--- config.mk ---
export PLATFORM = sky130hd
export DESIGN_NAME = spi_ram_bridge
export DESIGN_NICKNAME = d
export VERILOG_FILES = /design/src/rtl/spi_ram_bridge.sv
export SDC_FILE = /design/constraint.sdc
export NUM_CORES = 2
export LEC_CHECK = 0
export ABC_AREA = 1
export CAP_MARGIN = 30
export CORE_ASPECT_RATIO = 1.1
export CORE_MARGIN = 8
export CORE_UTILIZATION = 40
export DETAILED_ROUTE_END_ITERATION = 10
export SYNTH_ARGS = -nofsm -noshare
export SYNTH_HDL_FRONTEND = slang
export SYNTH_SLANG_ARGS = --single-unit
--- constraint.sdc ---
create_clock -name clk -period 4.9 [get_ports clk]
set_input_delay 0.735 -clock clk [delete_from_list [all_inputs] [get_ports clk]]
set_output_delay 0.735 -clock clk [all_outputs]
set_load 0.01 [all_outputs]
--- src/rtl/spi_ram_bridge.sv ---
// SPI-slave command bridge to an internal single-port RAM (write/read pointers, address and data frames).
// Define SPI_RAM_BURST_EN to stream words continuously while ss_n stays low; otherwise one word per data frame.
module spi_ram_bridge #(
  parameter int ADDR_W = 8,
  parameter int DATA_W = 8
) (
  input  logic clk,
  input  logic rst_n,
  input  logic ss_n,
  input  logic mosi,
  output logic miso
);

  localparam int SH_W  = (ADDR_W > DATA_W) ? ADDR_W : DATA_W;
  localparam int CNT_W = $clog2(SH_W) + 1;

  typedef enum logic [2:0] {
    IDLE, CMD, WR_ADDR, WR_DATA, RD_ADDR, RD_TURN, RD_DATA
  } state_t;

  state_t            state_reg, state_next;
  logic [SH_W-2:0]   sh_in_reg, sh_in_next;
  logic [SH_W-1:0]   sh_cat;
  logic [CNT_W-1:0]  cnt_reg, cnt_next;
  logic [DATA_W-1:0] sh_out_reg, sh_out_next;
  logic [ADDR_W-1:0] wr_ptr_reg, wr_ptr_next;
  logic [ADDR_W-1:0] rd_ptr_reg, rd_ptr_next;
  logic              miso_reg, miso_next;
  logic              done_reg, done_next;
  logic              cmd_bit_reg, cmd_bit_next;
  logic              armed_reg;
  logic              last_addr_bit, last_data_bit;

  logic [DATA_W-1:0] mem [2**ADDR_W];
  logic [DATA_W-1:0] rd_word_reg;
  logic              ram_we;
  logic [ADDR_W-1:0] ram_addr;
  logic [DATA_W-1:0] ram_wdata;

  assign miso = miso_reg;

  always_comb begin
    state_next    = state_reg;
    sh_in_next    = sh_in_reg;
    cnt_next      = cnt_reg;
    sh_out_next   = sh_out_reg;
    wr_ptr_next   = wr_ptr_reg;
    rd_ptr_next   = rd_ptr_reg;
    done_next     = done_reg;
    cmd_bit_next  = cmd_bit_reg;
    miso_next     = 1'b0;
    sh_cat        = {sh_in_reg, mosi};
    last_addr_bit = (cnt_reg == CNT_W'(ADDR_W - 1));
    last_data_bit = (cnt_reg == CNT_W'(DATA_W - 1));
    ram_we        = 1'b0;
    ram_addr      = rd_ptr_reg;
    ram_wdata     = sh_cat[DATA_W-1:0];

    if (ss_n) begin
      // Frame end: drop any partial word, the bit on this edge is not sampled.
      state_next = IDLE;
      sh_in_next = '0;
      cnt_next   = '0;
      done_next  = 1'b0;
    end else begin
      case (state_reg)
        IDLE: begin
          if (armed_reg) begin
            cmd_bit_next = mosi;
            state_next   = CMD;
          end
        end
        CMD: begin
          cnt_next   = '0;
          sh_in_next = '0;
          done_next  = 1'b0;
          case ({cmd_bit_reg, mosi})
            2'b00:   state_next = WR_ADDR;
            2'b01:   state_next = WR_DATA;
            2'b10:   state_next = RD_ADDR;
            default: state_next = RD_TURN;
          endcase
        end
        WR_ADDR, RD_ADDR: begin
          if (!done_reg) begin
            if (last_addr_bit) begin
              if (state_reg == WR_ADDR) wr_ptr_next = sh_cat[ADDR_W-1:0];
              else                      rd_ptr_next = sh_cat[ADDR_W-1:0];
              done_next = 1'b1;
              cnt_next  = '0;
            end else begin
              sh_in_next = sh_cat[SH_W-2:0];
              cnt_next   = cnt_reg + CNT_W'(1);
            end
          end
        end
        WR_DATA: begin
          if (!done_reg) begin
            if (last_data_bit) begin
              ram_we      = 1'b1;
              ram_addr    = wr_ptr_reg;
              wr_ptr_next = wr_ptr_reg + 1'b1;
              cnt_next    = '0;
              sh_in_next  = '0;
`ifndef SPI_RAM_BURST_EN
              done_next   = 1'b1;
`endif
            end else begin
              sh_in_next = sh_cat[SH_W-2:0];
              cnt_next   = cnt_reg + CNT_W'(1);
            end
          end
        end
        RD_TURN: begin
          // rd_word_reg was read from rd_ptr on the edge that entered this state.
          {miso_next, sh_out_next} = {rd_word_reg, 1'b0};
          rd_ptr_next = rd_ptr_reg + 1'b1;
          cnt_next    = '0;
          state_next  = RD_DATA;
        end
        RD_DATA: begin
          if (!done_reg) begin
            if (last_data_bit) begin
              cnt_next = '0;
`ifdef SPI_RAM_BURST_EN
              // Prefetched word at the already-incremented rd_ptr keeps the stream gapless.
              {miso_next, sh_out_next} = {rd_word_reg, 1'b0};
              rd_ptr_next = rd_ptr_reg + 1'b1;
`else
              done_next = 1'b1;
`endif
            end else begin
              miso_next   = sh_out_reg[DATA_W-1];
              sh_out_next = sh_out_reg << 1;
              cnt_next    = cnt_reg + CNT_W'(1);
            end
          end
        end
        default: state_next = IDLE;
      endcase
    end
  end

  always_ff @(posedge clk) begin
    if (!rst_n) begin
      state_reg   <= IDLE;
      sh_in_reg   <= '0;
      cnt_reg     <= '0;
      sh_out_reg  <= '0;
      wr_ptr_reg  <= '0;
      rd_ptr_reg  <= '0;
      miso_reg    <= 1'b0;
      done_reg    <= 1'b0;
      cmd_bit_reg <= 1'b0;
      armed_reg   <= 1'b0;
    end else begin
      state_reg   <= state_next;
      sh_in_reg   <= sh_in_next;
      cnt_reg     <= cnt_next;
      sh_out_reg  <= sh_out_next;
      wr_ptr_reg  <= wr_ptr_next;
      rd_ptr_reg  <= rd_ptr_next;
      miso_reg    <= miso_next;
      done_reg    <= done_next;
      cmd_bit_reg <= cmd_bit_next;
      armed_reg   <= armed_reg | ss_n;
    end
  end

  // RAM contents survive reset; a write is suppressed while reset is asserted.
  always_ff @(posedge clk) begin
    if (ram_we && rst_n) mem[ram_addr] <= ram_wdata;
    rd_word_reg <= mem[ram_addr];
  end

endmodule

After elaboration in Yosys (flattened, before gate mapping)
Memory sizes are Yosys's and may differ from the RTL's. A register that Yosys moved wholly into a read port is not among the register bits.
Cells that the tools add are included.
{"block": "op_classes", "eq_ne": 20, "n_bitwise": 4, "add_sub_neg": 3, "n_mux": 39, "reduce_logical": 20}
{"operator": "$mux 8", "n": 14}
{"operator": "$pmux 8 s2", "n": 3}
{"operator": "$mux 7", "n": 4}
{"operator": "$ne 2x2->1 const B", "n": 11}
{"operator": "$pmux 7 s3", "n": 1}
{"operator": "$add 8x1->8 const B", "n": 2}
{"operator": "$pmux 3 s4", "n": 1}
{"operator": "$reduce_bool 2->1", "n": 5}
{"operator": "$eq 3x3->1 const B", "n": 3}
{"operator": "$mux 1", "n": 9}
{"operator": "$pmux 3 s3", "n": 1}
{"operator": "$mux 4", "n": 2}
{"operator": "$pmux 4 s2", "n": 1}
{"operator": "$reduce_and 4->1", "n": 2}
{"operator": "$reduce_and 7->1", "n": 1}
{"operator": "$eq 3x2->1 const B", "n": 2}
{"operator": "$reduce_or 2->1", "n": 3}
{"operator": "$reduce_and 5->1", "n": 1}
{"operator": "$add 4x1->4 const B", "n": 1}
{"operator": "$eq 4x3->1 const B", "n": 1}
{"operator": "$pmux 1 s2", "n": 2}
{"operator": "$reduce_and 2->1", "n": 2}
{"operator": "$reduce_or 4->1", "n": 1}
{"operator": "$eq 3x1->1 const B", "n": 1}
{"operator": "10 further kinds", "n": 12}
{"block": "totals", "out_inout_bits": 1, "n_memories": 1, "regBits": 42, "mem_bits_rw": 2048, "elab_cells": 97}
{"name": "mem", "words": 256, "width": 8, "read_ports": 1, "rd_ports_with_merged_regs": 1, "wr": 1, "line_no": "34", "text": "logic [DATA_W-1:0] mem [2**ADDR_W];"}

Depth between registers and ports, before layout
{"block": "logic_depth", "ltp_word": 8, "ltp_mapped": 21}

Worst setup path before layout
No wires, ideal clock.
{"block": "synth_timing", "path_type": "register -> register", "from": "register sh_in_reg[1]", "to": "register rd_ptr_reg[2]", "path_stages_with_launch": 5, "setup_ns": 0.095, "path_buffers": 0, "slack_ns": 0.549, "arrival_ns": 4.256, "required_time_ns": 4.805, "path_cell_list": "dfxtp_1 > inv_1 > nand2_1 > o21ai_0 > a221oi_1"}
{"block": "synth_via", "elab_chain_cells": 4}
{"item": "start: declaration", "line_no": "22", "text": "logic [SH_W-2:0] sh_in_reg, sh_in_next;"}
{"item": "start signal: assignment", "line_no": "158", "text": "sh_in_reg <= sh_in_next;"}
{"item": "$mux 8", "line_no": "87", "text": "if (state_reg == WR_ADDR) wr_ptr_next = sh_cat[ADDR_W-1:0];"}
{"item": "$mux 8", "line_no": "86", "text": "if (last_addr_bit) begin"}
{"item": "$mux 8", "line_no": "85", "text": "if (!done_reg) begin"}
{"item": "$pmux 8 s2", "line_no": "66", "text": "case (state_reg)"}
{"item": "end signal: assignment", "line_no": "162", "text": "rd_ptr_reg <= rd_ptr_next;"}
{"item": "end: declaration", "line_no": "27", "text": "logic [ADDR_W-1:0] rd_ptr_reg, rd_ptr_next;"}
No other way between the ends. The select of a mux whose other input is x is not followed.
A chain may end at the register's enable or synchronous reset.

Final worst setup path
{"block": "layout_timing", "from": "register cnt_reg[0]", "to": "register rd_word_reg[3], read port of mem"}
{"block": "layout_via", "elab_chain_cells": 5}
{"item": "start: declaration", "line_no": "24", "text": "logic [CNT_W-1:0] cnt_reg, cnt_next;"}
{"item": "start signal: assignment", "line_no": "159", "text": "cnt_reg <= cnt_next;"}
{"item": "$eq 4x3->1", "line_no": "54", "text": "last_data_bit = (cnt_reg == CNT_W'(DATA_W - 1));"}
{"item": "$mux 8", "line_no": "99", "text": "if (last_data_bit) begin"}
{"item": "$mux 8", "line_no": "98", "text": "if (!done_reg) begin"}
{"item": "$mux 8", "line_no": "66"}
{"item": "$mux 8", "line_no": "59", "text": "if (ss_n) begin"}
{"item": "end: declaration", "line_no": "35", "text": "logic [DATA_W-1:0] rd_word_reg;"}
No other way between the ends.

==> reports/qor.csv <==
stage,metric,value,unit
run_status,outcome,"complete, no violations",
route,viasPerCell,5.11,
layout,largest_register,mem,
job,cap_violations,0,
die,die_height,509,um
critical_path,timing.critical_path.arrival,5200,ps
global_routing,first_global_vias,59300,
critical_path,worstSetupEndpointType,flop,
synth,synth.most_common_cell,sky130_fd_sc_hd__nand2_1,
global_routing,globalRouteOverflowTotal,0,
critical_path,r2r.worst_path.cells,20,
critical_path,timing.critical_path.fanout_max,88,
layout,largest_reg_flops,2048,
timing,final_min_period_over_clock_period,91.5,%
layout,layout-area-overhead-vs-synth,13.9,%
synth,synth_largest_type_area_fraction,69.5,%
layout,design_area,101000,sq um
cts,clkSlewWorstSetupHoldPaths,60,ps
die,initial_core_util,40.1,%
cts,cts.repair_timing.setup_buffer_count,0,
critical_path,cp-startpoint,cnt_reg[0],
timing,max_clock_freq,223,MHz
synth,postSynthCellCount,8690,
route,post_detailed_route_count_of_antenna_violating_nets,0,
route,top_signal_layer_used,met4,
critical_path,r2r-start,cnt_reg[0],
die,rows,181,
worst_hold_path,hold_path.class,reg2reg,
route,dr.first_iter.drc_count,5962,
worst_hold_path,worstHoldPathCells,2,
global_routing,aggregate_global_route_resource_usage,20.2,%
layout,final_net_count,8827,
synth,synth.net_count,8697,
worst_hold_path,timing.hold.worst.start,cmd_bit_reg,
cts,cts_buffer_depth,3,
synth,synthesis.area,88400,sq um
cts,tritoncts_clock_tree,built,
synth,ys_top_cells_by_count,"sky130_fd_sc_hd__nand2_1 (5,157), sky130_fd_sc_hd__edfxtp_1 (2,048), sky130_fd_sc_hd__nor2_1 (360), sky130_fd_sc_hd__nand3_1 (298), sky130_fd_sc_hd__buf_2 (252)",
global_routing,grt_pass1_wl,369000,um
timing,clock_skew,46.8,ps
die,die-width,464,um
route,route.vias.total,60900,
die,dieArea,236000,sq um
timing,finalSetupViolCount,0,
route,first_pass_iters,5,
global_routing,grt_antenna_before_repair,6,
power_and_ir_drop,vdd.ir_drop.worst,381,uV
cts,ctsResizeCount,0,
critical_path,critPathKind,reg2reg,
place,dpl.hpwl,142000,um
synth,synthFlopType,sky130_fd_sc_hd__edfxtp_1,
place,count_of_buffers_inserted_at_the_top_level_ports,4,
power_and_ir_drop,p_per_area,355,nW/um^2
synth,synth.largest_area_cell,sky130_fd_sc_hd__edfxtp_1,
place,detailed_place.area,93900,sq um
place,dp_cells,11500,
place,gp_congestion,0.875,
synth,yosys_register_bits,2097,
cts,ctsHoldBuffers,0,
synth,number_of_enable_flip_flop_cells_after_synthesis,2048,
die,core-area,221000,sq um
cts,cts_inserted_buffers,207,
timing,grt_setup_unrepaired,false,
global_routing,maximum_number_of_pins_on_one_net_before_global_route_repair,138,
power_and_ir_drop,leakagePower,40.0,nW
route,met3_wirelength,16000,um
synth,post_synth.cell_area_avg,10.2,sq um
route,drc,0,
timing,timing_max_transition_violations_final,0,
timing,relSlewSlack,25.2,%
route,met1_length,104000,um
timing,hold_viol_final,0,
synth,count_of_distinct_cell_types_in_the_synthesized_netlist,37,
route,wl_met2,115000,um
cts,clock_insertion_delay_worst_skew,860,ps
layout,post_route_cells_drive_above_1_share,8.13,%
die,io-pin-count,5,
cts,cts_num_sinks,2097,
critical_path,worstPathRequired,5620,ps
route,drt-wirelength-per-cell,20.5,um
timing,final_critical_delay_including_setup_and_external_delays,4480,ps
timing,timing.hold.ws,483,ps
timing,tightestPinTransition,1120,ps
layout,stdcell_count,11900,
cts,clock_tree_root_buffer_cell,sky130_fd_sc_hd__clkbuf_16,
synth,postSynth.asyncResetShare,0,%
critical_path,crit_path_start_kind,flop,
cts,clock_h_tree_levels,4,
synth,ys_top_cells_by_area,"sky130_fd_sc_hd__edfxtp_1 (70%), sky130_fd_sc_hd__nand2_1 (22%), sky130_fd_sc_hd__nand3_1 (1.7%)",
timing,setup_total_negative_slack,0,ps
synth,ys_warn_count,0,
synth,synth-seq-area-share,70.6,%
route,route.final.wire_length,244000,um
-- metrics by stage --
| stage | utilization, % | power (mW) | setup WS, ps |
|---|---|---|---|
| global placement | 42.6 | 20.3 | 1.31 |
| floorplan | - | 20.1 | 549 |
| CTS | 45.7 | 36.1 | 550 |
| global route | 45.7 | 36.7 | 190 |
| finish | 45.7 | 35.8 | 419 |
| detailed placement | 42.6 | 20.3 | 5.90 |
-- cell families after synthesis --
kind of cell | after synthesis | share of synthesized area, %
AND/OR/NAND/NOR | 5836 | 25.3
flip-flops | 2097 | 70.6
buffers and inverters | 517 | 2.57
AO/OA/AOI/OAI | 232 | 1.41
XOR/XNOR | 5 | 0.0495
adder cells (fa/ha/maj) | 3 | 0.0424
-- worst max-delay path, stage by stage, from the launching register on --
cell                      delay [ps]
sky130_fd_sc_hd__dfxtp_1         380
sky130_fd_sc_hd__ha_1            180
sky130_fd_sc_hd__nand2_1         110
sky130_fd_sc_hd__nor2_4          200
sky130_fd_sc_hd__nand3_2         360
sky130_fd_sc_hd__nand2_4         200
sky130_fd_sc_hd__nand2_4         350
sky130_fd_sc_hd__buf_12          360
sky130_fd_sc_hd__buf_4           330
sky130_fd_sc_hd__nand2_1         100
sky130_fd_sc_hd__nand2_1          50
sky130_fd_sc_hd__nand2_1          50
sky130_fd_sc_hd__nand2_1          80
sky130_fd_sc_hd__nand2_1          60
sky130_fd_sc_hd__nand2_1          70
sky130_fd_sc_hd__o21ai_0         430
sky130_fd_sc_hd__nand2_1         180
sky130_fd_sc_hd__nor2_1          210
sky130_fd_sc_hd__nor2_1          160
sky130_fd_sc_hd__nor2_1          250
sky130_fd_sc_hd__nand2_1          70
-- per-layer routing --
layer  vias up  global-route usage, %
met5         -                      0
met4         0                   7.35
met3       442                   2.81
met2      2111                   33.3
met1     29600                   27.4
li1      28800                      -
-- cell usage in the layout (no fill, tap or decap), types with 4 or more instances in the layout --
master	synthesis	layout
sky130_fd_sc_hd__nand2_1	5157	5138
sky130_fd_sc_hd__edfxtp_1	2048	2048
sky130_fd_sc_hd__nor2_1	360	354
sky130_fd_sc_hd__buf_4	1	321
sky130_fd_sc_hd__nand3_1	298	298
sky130_fd_sc_hd__clkbuf_16	0	211
sky130_fd_sc_hd__o21ai_0	145	145
sky130_fd_sc_hd__buf_12	0	65
sky130_fd_sc_hd__clkinv_1	1	48
sky130_fd_sc_hd__inv_1	43	43
sky130_fd_sc_hd__dfxtp_1	49	42
sky130_fd_sc_hd__clkbuf_1	196	42
sky130_fd_sc_hd__clkinv_2	0	34
sky130_fd_sc_hd__a21oi_1	28	28
sky130_fd_sc_hd__o21ai_1	26	26
sky130_fd_sc_hd__bufinv_16	0	20
sky130_fd_sc_hd__nand2_2	1	17
sky130_fd_sc_hd__clkinvlp_4	0	14
sky130_fd_sc_hd__a31oi_1	12	12
sky130_fd_sc_hd__a211oi_1	11	11
sky130_fd_sc_hd__nor2_4	2	10
sky130_fd_sc_hd__dfxtp_4	0	7
sky130_fd_sc_hd__nand4_1	6	6
sky130_fd_sc_hd__a221oi_1	6	6
sky130_fd_sc_hd__inv_16	0	5
sky130_fd_sc_hd__nor3_1	4	4
sky130_fd_sc_hd__clkinv_16	0	4
-- area by class of cell --
| cell class | count | area (sq um) |
|---|---|---|
| fillers | 20400 | 120000 |
| clock buffers | 256 | 5480 |
| repair buffers | 390 | 3760 |
| flip-flops and latches | 2097 | 62500 |
| multi-input cells | 6076 | 23800 |
| inverters | 48 | 196 |
| well taps | 2928 | 3660 |
| clock inverters | 128 | 1300 |
| diodes | 2 | 5.00 |
-- final timing paths --
| kind | to | slack (ps) |
|---|---|---|
| worst max register to register | rd_word_reg[3] | 420 |
| worst min-delay path | cmd_bit_reg | 480 |
| worst max-delay path | rd_word_reg[3] | 420 |
| worst min register to register | cmd_bit_reg | 480 |
-- power by group --
| part | leakage (nW) | internal, mW | switching [mW] |
|---|---|---|---|
| clock | 3.27 | 9.01 | 6.88 |
| combinational | 18.1 | 0.0541 | 0.273 |
| sequential | 18.7 | 19.5 | 0.0311 |
Note: power is estimated with default switching activity, not from simulation.
